[src/rtl/demux_router_if.sv]
// rtl/demux_router_if.sv - stream-in / N-lane-out bundle for demux_router
interface demux_router_if #(
  parameter int WIDTH = 8,
  parameter int N     = 2
);
  localparam int SEL_W = $clog2(N);

  logic               in_valid;
  logic               in_ready;
  logic [WIDTH-1:0]   in_data;
  logic [SEL_W-1:0]   in_sel;
  logic               mode;
  logic [N-1:0]       out_valid;
  logic [N-1:0]       out_ready;
  logic [N*WIDTH-1:0] out_data;
  logic               sel_err;
  logic [SEL_W-1:0]   rr_ptr;

  modport master (
    output in_valid, in_data, in_sel, mode, out_ready,
    input  in_ready, out_valid, out_data, sel_err, rr_ptr
  );

  modport slave (
    input  in_valid, in_data, in_sel, mode, out_ready,
    output in_ready, out_valid, out_data, sel_err, rr_ptr
  );
endinterface

[src/rtl/demux_router.sv]
// rtl/demux_router.sv - registered 1-to-N demux with one-entry lane holding registers
module demux_router #(
  parameter int WIDTH = 8,
  parameter int N     = 2
) (
  input  logic          clk,
  input  logic          reset,
  demux_router_if.slave bus
);
  localparam int SEL_W = $clog2(N);
  localparam int NP    = 1 << SEL_W;

  typedef enum logic {EMPTY = 1'b0, FULL = 1'b1} lane_t;

  lane_t              state_q [N];
  lane_t              state_d [N];
  logic [N*WIDTH-1:0] data_q;
  logic [SEL_W-1:0]   rr_q;
  logic               err_q;

  logic [SEL_W-1:0]   tgt;
  logic               tgt_ok;
  logic               in_ready;
  logic               accept;
  logic               drop;
  logic [NP-1:0]      full_ext;
  logic [NP-1:0]      rdy_ext;
  logic [N-1:0]       load;
  logic [N-1:0]       valid_vec;

  // Padded views let an out-of-range in_sel index safely; padding reads as empty.
  always_comb begin
    full_ext  = '0;
    rdy_ext   = '0;
    valid_vec = '0;
    for (int i = 0; i < N; i++) begin
      full_ext[i]  = (state_q[i] == FULL);
      rdy_ext[i]   = bus.out_ready[i];
      valid_vec[i] = (state_q[i] == FULL);
    end
  end

  always_comb begin
    tgt      = bus.mode ? rr_q : bus.in_sel;
    tgt_ok   = (int'(tgt) < N);
    in_ready = !tgt_ok || !full_ext[tgt] || rdy_ext[tgt];
    accept   = bus.in_valid && in_ready;
    drop     = bus.in_valid && !tgt_ok;
  end

  // Refill has priority over drain so a lane can pass one word per cycle.
  always_comb begin
    load = '0;
    for (int i = 0; i < N; i++) begin
      state_d[i] = state_q[i];
      load[i]    = accept && tgt_ok && (int'(tgt) == i);
      if (load[i])
        state_d[i] = FULL;
      else if (state_q[i] == FULL && bus.out_ready[i])
        state_d[i] = EMPTY;
    end
  end

  always_ff @(posedge clk or posedge reset) begin
    if (reset) begin
      for (int i = 0; i < N; i++)
        state_q[i] <= EMPTY;
      data_q <= '0;
      rr_q   <= '0;
      err_q  <= 1'b0;
    end else begin
      for (int i = 0; i < N; i++) begin
        state_q[i] <= state_d[i];
        if (load[i])
          data_q[i*WIDTH +: WIDTH] <= bus.in_data;
      end
      err_q <= drop;
      if (accept && bus.mode)
        rr_q <= (int'(rr_q) == N - 1) ? '0 : rr_q + 1'b1;
    end
  end

  assign bus.in_ready  = in_ready;
  assign bus.out_valid = valid_vec;
  assign bus.out_data  = data_q;
  assign bus.sel_err   = err_q;
  assign bus.rr_ptr    = rr_q;
endmodule

[src/flat_wrapper.sv]
// flat-port wrapper written by rule: the top's interface ports become plain ports
module demux_router_flat 
#(
  parameter int WIDTH = 8,
  parameter int N     = 2
)
  (clk, reset, bus_in_valid, bus_in_data, bus_in_sel, bus_mode, bus_out_ready, bus_in_ready, bus_out_valid, bus_out_data, bus_sel_err, bus_rr_ptr);
  demux_router_if #(.WIDTH(WIDTH), .N(N)) bus_i ();
  input  logic clk;
  input  logic reset;
  input wire logic [$bits(bus_i.in_valid)-1:0] bus_in_valid;
  input wire logic [$bits(bus_i.in_data)-1:0] bus_in_data;
  input wire logic [$bits(bus_i.in_sel)-1:0] bus_in_sel;
  input wire logic [$bits(bus_i.mode)-1:0] bus_mode;
  input wire logic [$bits(bus_i.out_ready)-1:0] bus_out_ready;
  output wire logic [$bits(bus_i.in_ready)-1:0] bus_in_ready;
  output wire logic [$bits(bus_i.out_valid)-1:0] bus_out_valid;
  output wire logic [$bits(bus_i.out_data)-1:0] bus_out_data;
  output wire logic [$bits(bus_i.sel_err)-1:0] bus_sel_err;
  output wire logic [$bits(bus_i.rr_ptr)-1:0] bus_rr_ptr;
  assign bus_i.in_valid = bus_in_valid;
  assign bus_i.in_data = bus_in_data;
  assign bus_i.in_sel = bus_in_sel;
  assign bus_i.mode = bus_mode;
  assign bus_i.out_ready = bus_out_ready;
  assign bus_in_ready = bus_i.in_ready;
  assign bus_out_valid = bus_i.out_valid;
  assign bus_out_data = bus_i.out_data;
  assign bus_sel_err = bus_i.sel_err;
  assign bus_rr_ptr = bus_i.rr_ptr;
  demux_router #(.WIDTH(WIDTH), .N(N)) u_core (.clk(clk), .reset(reset), .bus(bus_i));
endmodule
[config.mk]
export PLATFORM = sky130hd
export DESIGN_NAME = demux_router_flat
export DESIGN_NICKNAME = d
export VERILOG_FILES = /design/src/rtl/demux_router_if.sv /design/src/rtl/demux_router.sv /design/src/flat_wrapper.sv
export SDC_FILE = /design/constraint.sdc
export NUM_CORES = 1
export LEC_CHECK = 0
export ABC_AREA = 0
export CORE_MARGIN = 1
export CORE_UTILIZATION = 39
export DETAILED_ROUTE_END_ITERATION = 8
export PLACE_DENSITY = 0.89
export SYNTH_ARGS = -nofsm -noshare
export SYNTH_HDL_FRONTEND = slang
export SYNTH_SLANG_ARGS = --single-unit
[constraint.sdc]
create_clock -name clk -period 1.5 [get_ports clk]
set_input_delay 0.225 -clock clk [delete_from_list [all_inputs] [get_ports clk]]
set_output_delay 0.225 -clock clk [all_outputs]
set_load 0.005 [all_outputs]
==> results.py, run 1 <==
metrics = {
    "run_status": {
        "status": "finished, violations left",
        "violations": "setup timing",
    },
    "finish": {
        "fin_nets": 109,
        "antennaDiodeCount": 0,
        "stdcell_area_mm2": 0.00125,
        "area_delta_synth_final_pct": 62.9,
        "drive_gt1_share_pct": 34.4,
    },
    "clock_network": {
        "clock_latency_ps": 290,
        "cts_hold_buf": 0,
        "cts_max_level": 1,
        "cts_root_buffer": "clkbuf_4",
        "numCtsBuffers": 3,
        "cts_tree": "built",
        "cts.sinks": 19,
        "clk_transition_reported_paths_ps": 100,
        "ctsLongestPathBuffers": 2,
    },
    "placed_design": {
        "numPortBuffers": 34,
        "dp_hpwl_um": 1260,
        "placed_cell_area_mm2": 0.00118,
        "gp_congestion": 0.764,
        "pre_cts_ws_ps": -505,
    },
    "synth": {
        "ys_seq_elements": 19,
        "synth_top_area_share_pct": 61.9,
        "synth_top_family_by_area": "multiplexers",
        "synth_common_cells": "19 x dfrtp_1, 17 x mux2_2, 2 x nand2_1, 2 x nand2b_1",
        "synth_compound_area_share_pct": 1.95,
        "yosys-top-cells-area": "dfrtp_1 62%, mux2_2 25%, nand3b_4 2.6%, nand3_4 2.3%, mux2i_2 1.8%",
        "yosysSeqAreaShare_pct": 61.9,
        "synth_edf_count": 0,
        "yosysTopAreaCell": "dfrtp_1",
        "synth.avg_cell_area_um2": 16.0,
        "synth_simple_gate_area_share_pct": 7.49,
        "syn-num-nets": 63,
        "yosysMostFrequentCell": "dfrtp_1",
        "netlist_instances": 48,
        "async_flop_share_pct": 100,
        "ys_warn_count": 0,
        "synth_cell_type_count": 12,
        "syn_area_um2": 768,
        "yosys.area_share.adder_pct": 0,
        "yosys.area_share.xor_xnor_pct": 0,
        "ys.flop_type": "dfrtp_1",
        "synthMuxAreaShare_pct": 26.7,
    },
    "setup_path": {
        "reg2reg_slack_ps": 80,
        "worst_setup_path_start_kind": "flip-flop",
        "cp.arrival_ps": 1350,
        "crit_fanout": 2,
        "worstPathRequired_ps": 1270,
        "worstSetupPathType": "flip-flop to output port",
        "end_kind": "output port",
    },
    "global_routing": {
        "grt_pass1_wl_um": 2940,
        "grt_pass1_vias": 571,
        "overflow": 0,
        "grt_max_degree": 12,
        "track_usage_pct": 20.5,
        "antenna_found_initial": 0,
    },
    "job": {
        "cap_violations": 0,
    },
    "floorplanning": {
        "start_util_pct": 43.1,
        "core-area_mm2": 0.00178,
        "die_y_um": 46.4,
        "ios": 36,
        "dieWidth_um": 46.4,
        "num_rows": 15,
        "dieArea_mm2": 0.00215,
    },
    "drt": {
        "drc": 0,
        "wl_per_cell_um": 15.6,
        "dr_total_vias": 562,
        "viasPerCell": 4.76,
        "dr.pass1.iters": 3,
        "drt_iter0_drc": 17,
        "antenna_left": 0,
        "drt_wl_total_um": 1840,
    },
    "sta": {
        "clock.fmax_mhz": 637,
        "clock_skew_ps": 3.70,
        "period_share_pct": 105,
        "fin_crit_ps": 1570,
        "final_max_slew_viol_count": 0,
        "rsz0062_at_grt": "true",
        "setup_violations": 1,
        "worst_slack_ps": -70.3,
        "hold_viol_final": 0,
        "holdWs_ps": 184,
    },
    "power": {
        "leakagePower_nw": 0.564,
        "power_density_mw_per_mm2": 1450,
        "vdd_ir_drop_max_v": 0.000674,
    },
    "hold_path": {
        "hp-class": "input port to async pin",
    },
}
-- critical path: stages, from the launching register on --
cell     delay (ps)
dfrtp_1         410
mux2i_2         200
mux2_4          330
buf_6           110
-- sequential cells by signal, summed over array words and instances, names as in the netlist --
name                  count
u_core.bus.out_data      16
u_core.bus.rr_ptr         1
u_core.bus.out_valid      2
-- power by group --
group / total, mW / switching, mW / internal [mW]
sequential: 0.778 / 0.0924 / 0.685
combinational: 0.791 / 0.237 / 0.554
clock: 0.252 / 0.148 / 0.103
-- logic make-up after synthesis --
kind of cell,Yosys count
flip-flops,19
multiplexers,18
AND/OR/NAND/NOR,6
AO/OA/AOI/OAI,2
buffers and inverters,2
other,1
-- layout by cell type, fill, tap and decap left out, drive strengths merged --
cell type      Yosys  routed
a31oi              1       1
a41oi              1       1
buf                1       8
clkbuf             0       4
clkdlybuf4s50      0      30
conb               1       1
dfrtp             19      19
dlygate4sd2        0       3
inv                1       1
mux2              17      17
mux2i              1       1
nand2              2       2
nand2b             2       2
nand3              1       1
nand3b             1       2
-- final cells by class --
class | instances | area, um2
Fill cell | 114 | 532
Sequential cell | 19 | 475
Timing Repair Buffer | 41 | 390
Multi-Input combinational cell | 28 | 324
Tap cell | 25 | 31.3
Clock buffer | 4 | 26.3
Inverter | 1 | 3.75
-- metrics by stage --
step	power (mW)	cells	util [%]	setup TNS, ps
6_report	1.82	118	70.2	-70.3
3_5_place_dp	1.52	112	66.0	-4870
3_3_place_gp	1.48	112	66.0	-4610
2_1_floorplan	1.03	48	-	0
4_1_cts	1.82	118	70.2	-61.2
5_1_grt	1.93	118	70.2	-116
-- per-layer routing --
metal	vias to the layer above	routed length (um)	track usage, %
li1	260	-	-
met1	275	821	27.1
met2	23	892	33.3
met3	4	114	6.27
met4	0	16	3.53
met5	-	0	0
-- timing repair --
| item | 4_1_cts | 5_1_grt |
|---|---|---|
| gates resized for setup | 15 | 0 |
| endpoints found under the setup margin | 10 | 17 |
| buffers inserted | 4 | 1 |
| gates cloned | 1 | 0 |
-- worst paths after layout --
check	from	to	cells after the start
max in group asynchronous	reset	u_core.bus.out_data[3]$_DFFE_PP0P_	3
hold / removal	reset	u_core.bus.out_data[9]$_DFFE_PP0P_	2
setup / recovery	u_core.bus.rr_ptr$_DFFE_PP0P_	bus_in_ready	3
min in group clk	bus_mode	u_core.bus.rr_ptr$_DFFE_PP0P_	3
hold reg to reg	u_core.bus.out_data[7]$_DFFE_PP0P_	u_core.bus.out_data[7]$_DFFE_PP0P_	1
setup reg to reg	u_core.bus.rr_ptr$_DFFE_PP0P_	u_core.bus.out_data[12]$_DFFE_PP0P_	4
No activity file was read; power rests on OpenSTA's default activity.
==> run 2, diff against run 1 <==
Settings changed: PLACE_DENSITY 0.89 to 0.79.
==> results.py, run 2 (same netlist as run 1, synthesis figures left out) <==
metrics = {
    "drt": {
        "dr_total_vias": 560,
        "wl_per_cell_um": 13.6,
        "drc": 0,
        "viasPerCell": 4.71,
        "drt_iter0_drc": 0,
        "antenna_left": 0,
        "dr.pass1.iters": 1,
        "drt_wl_total_um": 1620,
    },
    "setup_path": {
        "cp.arrival_ps": 1340,
        "crit_family": "multiplexers",
        "cpMaxStageDelayCell": "dfrtp_1",
        "critical_path.max_stage_delay_ps": 400,
        "worst_setup_path_start_kind": "flip-flop",
        "critPathBufInv": 1,
        "worstPathRequired_ps": 1270,
        "worstPathCellList": "mux2i_2 > mux2_4 > buf_6",
        "crit_fanout": 2,
        "end_kind": "output port",
        "worstSetupPathType": "flip-flop to output port",
    },
    "sta": {
        "clock_skew_ps": 2.53,
        "final_max_slew_viol_count": 0,
        "hold_viol_final": 0,
        "period_share_pct": 104,
        "setup_violations": 1,
        "rsz0062_at_grt": "true",
        "worst_slack_ps": -64.9,
        "holdWs_ps": 249,
        "fin_crit_ps": 1560,
        "clock.fmax_mhz": 639,
    },
    "clock_network": {
        "cts_root_buffer": "clkbuf_4",
        "cts_tree": "built",
        "cts_hold_buf": 0,
        "ctsLongestPathBuffers": 2,
        "clock_latency_ps": 290,
        "cts.sinks": 19,
        "numCtsBuffers": 3,
        "cts_max_level": 1,
        "clk_transition_reported_paths_ps": 100,
    },
    "finish": {
        "final_common_cell": "clkdlybuf4s50_1",
        "stdcell_count": 119,
        "most-common-layout-cells": "31 x clkdlybuf4s50_1, 19 x dfrtp_1, 10 x mux2_2",
        "fin_nets": 110,
        "largest_register_ffs": 16,
        "area_delta_synth_final_pct": 64.5,
        "antennaDiodeCount": 0,
        "drive_gt1_share_pct": 35.1,
    },
    "placed_design": {
        "gp_congestion": 0.739,
        "dp_cells": 112,
        "dp_hpwl_um": 1100,
        "pre_cts_ws_ps": -522,
        "numPortBuffers": 34,
    },
    "floorplanning": {
        "ios": 36,
        "start_util_pct": 43.1,
        "die_y_um": 46.4,
        "dieArea_mm2": 0.00215,
        "dieWidth_um": 46.4,
        "num_rows": 15,
        "core-area_mm2": 0.00178,
    },
    "job": {
        "cap_violations": 0,
    },
    "global_routing": {
        "overflow": 0,
        "track_usage_pct": 17.4,
        "grt_pass1_wl_um": 2420,
        "antenna_found_initial": 0,
        "grt_pass1_vias": 511,
        "grt_max_degree": 20,
    },
    "power": {
        "finalPower_mw": 1.81,
        "vdd_ir_drop_max_v": 0.000803,
        "power_density_mw_per_mm2": 1430,
        "leakagePower_nw": 0.572,
    },
    "run_status": {
        "status": "finished, violations left",
        "violations": "setup timing",
    },
    "hold_path": {
        "hp-class": "input port to async pin",
    },
}
-- run 2: routing by layer --
layer  up-vias  wire length (um)  global-route usage (%)  share of wire (%)
met4         0                26                    10.6                1.6
li1        269                 -                       -                  -
met1       266               752                    23.0                 46
met5         -                 0                       0                  0
met3         2               114                    5.88                7.0
met2        23               724                    24.2                 45
-- run 2: area by class of cell --
class | count | area [um2]
sequential | 19 | 475
tap | 25 | 31.3
clock buffer | 4 | 26.3
fill | 133 | 519
timing repair buffer | 42 | 399
multi-input combinational | 28 | 328
inverter | 1 | 3.75
-- run 2: final timing paths --
check	cells past startpoint	start	to	slack [ps]
max in group asynchronous	3	reset	u_core.bus.out_data[1]$_DFFE_PP0P_	1050
worst min-delay path	3	reset	u_core.bus.out_data[7]$_DFFE_PP0P_	250
min in group clk	3	bus_mode	u_core.bus.rr_ptr$_DFFE_PP0P_	430
worst min register to register	1	u_core.bus.out_data[5]$_DFFE_PP0P_	u_core.bus.out_data[5]$_DFFE_PP0P_	520
worst max-delay path	3	u_core.bus.rr_ptr$_DFFE_PP0P_	bus_in_ready	-60
worst max register to register	4	u_core.bus.rr_ptr$_DFFE_PP0P_	u_core.bus.out_data[11]$_DFFE_PP0P_	90
-- run 2: report_power, final --
group          internal (mW)  switching [mW]
combinational          0.564           0.224
clock                  0.103           0.143
sequential             0.686          0.0880
-- run 2: timing repair --
action                                 4_1_cts  5_1_grt
gates cloned                                 1        0
endpoints found under the hold margin        0        0
gates resized for setup                     14        1
setup endpoints to repair                   10       17
buffers inserted                             2        1
-- run 2: worst min-delay path, stage by stage --
cell	delay [ps]
clkdlybuf4s50_1	390
inv_1	50
buf_4	250
-- run 2: stage by stage --
stage          utilization, %  TNS, ps  area (um2)
2_1_floorplan               -        0         768
3_3_place_gp             66.0    -4650        1180
3_5_place_dp             66.0    -5250        1180
4_1_cts                  70.7    -82.7        1260
5_1_grt                  70.9     -130        1260
6_report                 70.9    -64.9        1260
==> run 3, diff against run 2 <==
Settings changed: SETUP_SLACK_MARGIN set to 0.3.
==> results.py, run 3 (same netlist as run 1, synthesis figures left out) <==
metrics = {
    "job": {
        "cap_violations": 0,
    },
    "power": {
        "pwr-share-clk_pct": 13.6,
        "p_int_mw": 1.38,
        "pwr-share-comb_pct": 45.3,
        "vdd_ir_drop_max_v": 0.00103,
        "power_density_mw_per_mm2": 1400,
        "finalPower_mw": 1.91,
        "leakagePower_nw": 0.652,
        "p_sw_share_pct": 27.7,
        "switchingPower_mw": 0.527,
        "seq_power_share_pct": 41.1,
    },
    "sta": {
        "final_max_slew_viol_count": 0,
        "worst_slack_ps": -62.1,
        "hold_viol_final": 0,
        "fin_tns_setup_ps": -62.1,
        "setup_violations": 1,
        "rsz0062_at_grt": "true",
        "clock_skew_ps": 7.96,
        "fin_crit_ps": 1560,
        "holdWs_ps": 225,
        "period_share_pct": 104,
        "clock.fmax_mhz": 640,
    },
    "setup_path": {
        "end_kind": "output port",
        "reg2reg_slack_ps": 20,
        "worst_setup_path_start_kind": "flip-flop",
        "worstRegToRegCells": 5,
        "worstPathRequired_ps": 1270,
        "worstReg2RegEnd": "u_core.bus.out_data[15]$_DFFE_PP0P_",
        "crit_fanout": 2,
        "worstSetupPathType": "flip-flop to output port",
        "cp.arrival_ps": 1340,
        "r2r_start": "u_core.bus.rr_ptr$_DFFE_PP0P_",
    },
    "floorplanning": {
        "dieArea_mm2": 0.00215,
        "die_y_um": 46.4,
        "start_util_pct": 43.1,
        "ios": 36,
        "dieWidth_um": 46.4,
        "num_rows": 15,
        "core-area_mm2": 0.00178,
    },
    "global_routing": {
        "overflow": 0,
        "track_usage_pct": 18.8,
        "antenna_found_initial": 0,
        "grt_pass1_vias": 605,
        "grt_max_degree": 20,
        "grt_pass1_wl_um": 2640,
    },
    "clock_network": {
        "cts_root_buffer": "clkbuf_4",
        "cts_tree": "built",
        "ctsLongestPathBuffers": 2,
        "cts_max_level": 1,
        "cts.sinks": 19,
        "cts_hold_buf": 0,
        "numCtsBuffers": 3,
        "clock_latency_ps": 300,
        "clk_transition_reported_paths_ps": 110,
    },
    "drt": {
        "routed.top_layer": "met4",
        "dr_total_vias": 619,
        "wl_met2_um": 1090,
        "wl_met1_um": 779,
        "wl_per_cell_um": 15.9,
        "drc": 0,
        "viasPerCell": 4.95,
        "antenna_left": 0,
        "drt_wl_total_um": 1990,
        "dr_wl_met3_um": 79,
        "dr.pass1.iters": 4,
        "drt_iter0_drc": 8,
    },
    "finish": {
        "seq_area_um2": 475,
        "multi_input_area_um2": 380,
        "fin_nets": 116,
        "largest_register_ffs": 16,
        "most-common-layout-cells": "19 x dfrtp_1, 16 x clkdlybuf4s15_1, 14 x mux2_4",
        "stdcell_count": 125,
        "final_common_cell": "dfrtp_1",
        "final.fill_count": 114,
        "area_delta_synth_final_pct": 76.9,
        "antennaDiodeCount": 0,
        "drive_gt1_share_pct": 40.0,
        "stdcell_area_mm2": 0.00136,
        "utilization_pct": 76.2,
    },
    "placed_design": {
        "dp_cells": 112,
        "pre_cts_ws_ps": -534,
        "numPortBuffers": 34,
        "gp_congestion": 0.763,
        "placed_cell_area_mm2": 0.00119,
        "dp_hpwl_um": 1220,
    },
    "hold_path": {
        "hp-class": "input port to async pin",
    },
    "run_status": {
        "status": "finished, violations left",
        "violations": "setup timing",
    },
}
[run 3: final cells by class]
cell class | instances | share of cell area (%)
sequential | 19 | 35.0
inverter | 1 | 0.276
timing repair buffer | 47 | 32.5
multi-input combinational | 29 | 28.0
clock buffer | 4 | 1.93
tap | 25 | 2.30
[run 3: worst max path at each step]
stage,startpoint,slack [ps],end
2_1_floorplan,u_core.bus.rr_ptr$_DFFE_PP0P_,200,u_core.bus.out_data[10]$_DFFE_PP0P_
5_1_grt,u_core.bus.rr_ptr$_DFFE_PP0P_,-110,bus_in_ready
3_5_place_dp,bus_mode,-530,bus_in_ready
3_3_place_gp,bus_mode,-490,bus_in_ready
6_report,u_core.bus.rr_ptr$_DFFE_PP0P_,-60,bus_in_ready
4_1_cts,u_core.bus.rr_ptr$_DFFE_PP0P_,-40,bus_in_ready
[run 3: what timing repair did]
action,4_1_cts,5_1_grt
setup endpoints to repair,38,35
gates resized for setup,29,32
cloned,2,0
buffers inserted,1,6
[run 3: power groups by stage]
stage	registers [mW]	logic, mW	clock network, mW
after global routing	0.803	0.919	0.281
after global placement	0.782	0.720	0
after floorplan	0.799	0.239	0
final	0.784	0.864	0.258
after detailed placement	0.786	0.739	0
after CTS	0.770	0.665	0.261
[run 3: critical path: stages, from the launching register on]
cell	delay (ps)
dfrtp_1	430
mux2i_4	180
mux2_4	320
buf_6	120
[run 3: routing by layer]
layer  GRT usage, %  vias to the layer above
met5              0                        -
met4           10.6                        0
met3           3.53                        5
met2           33.6                       25
met1           20.4                      311
li1               -                      278
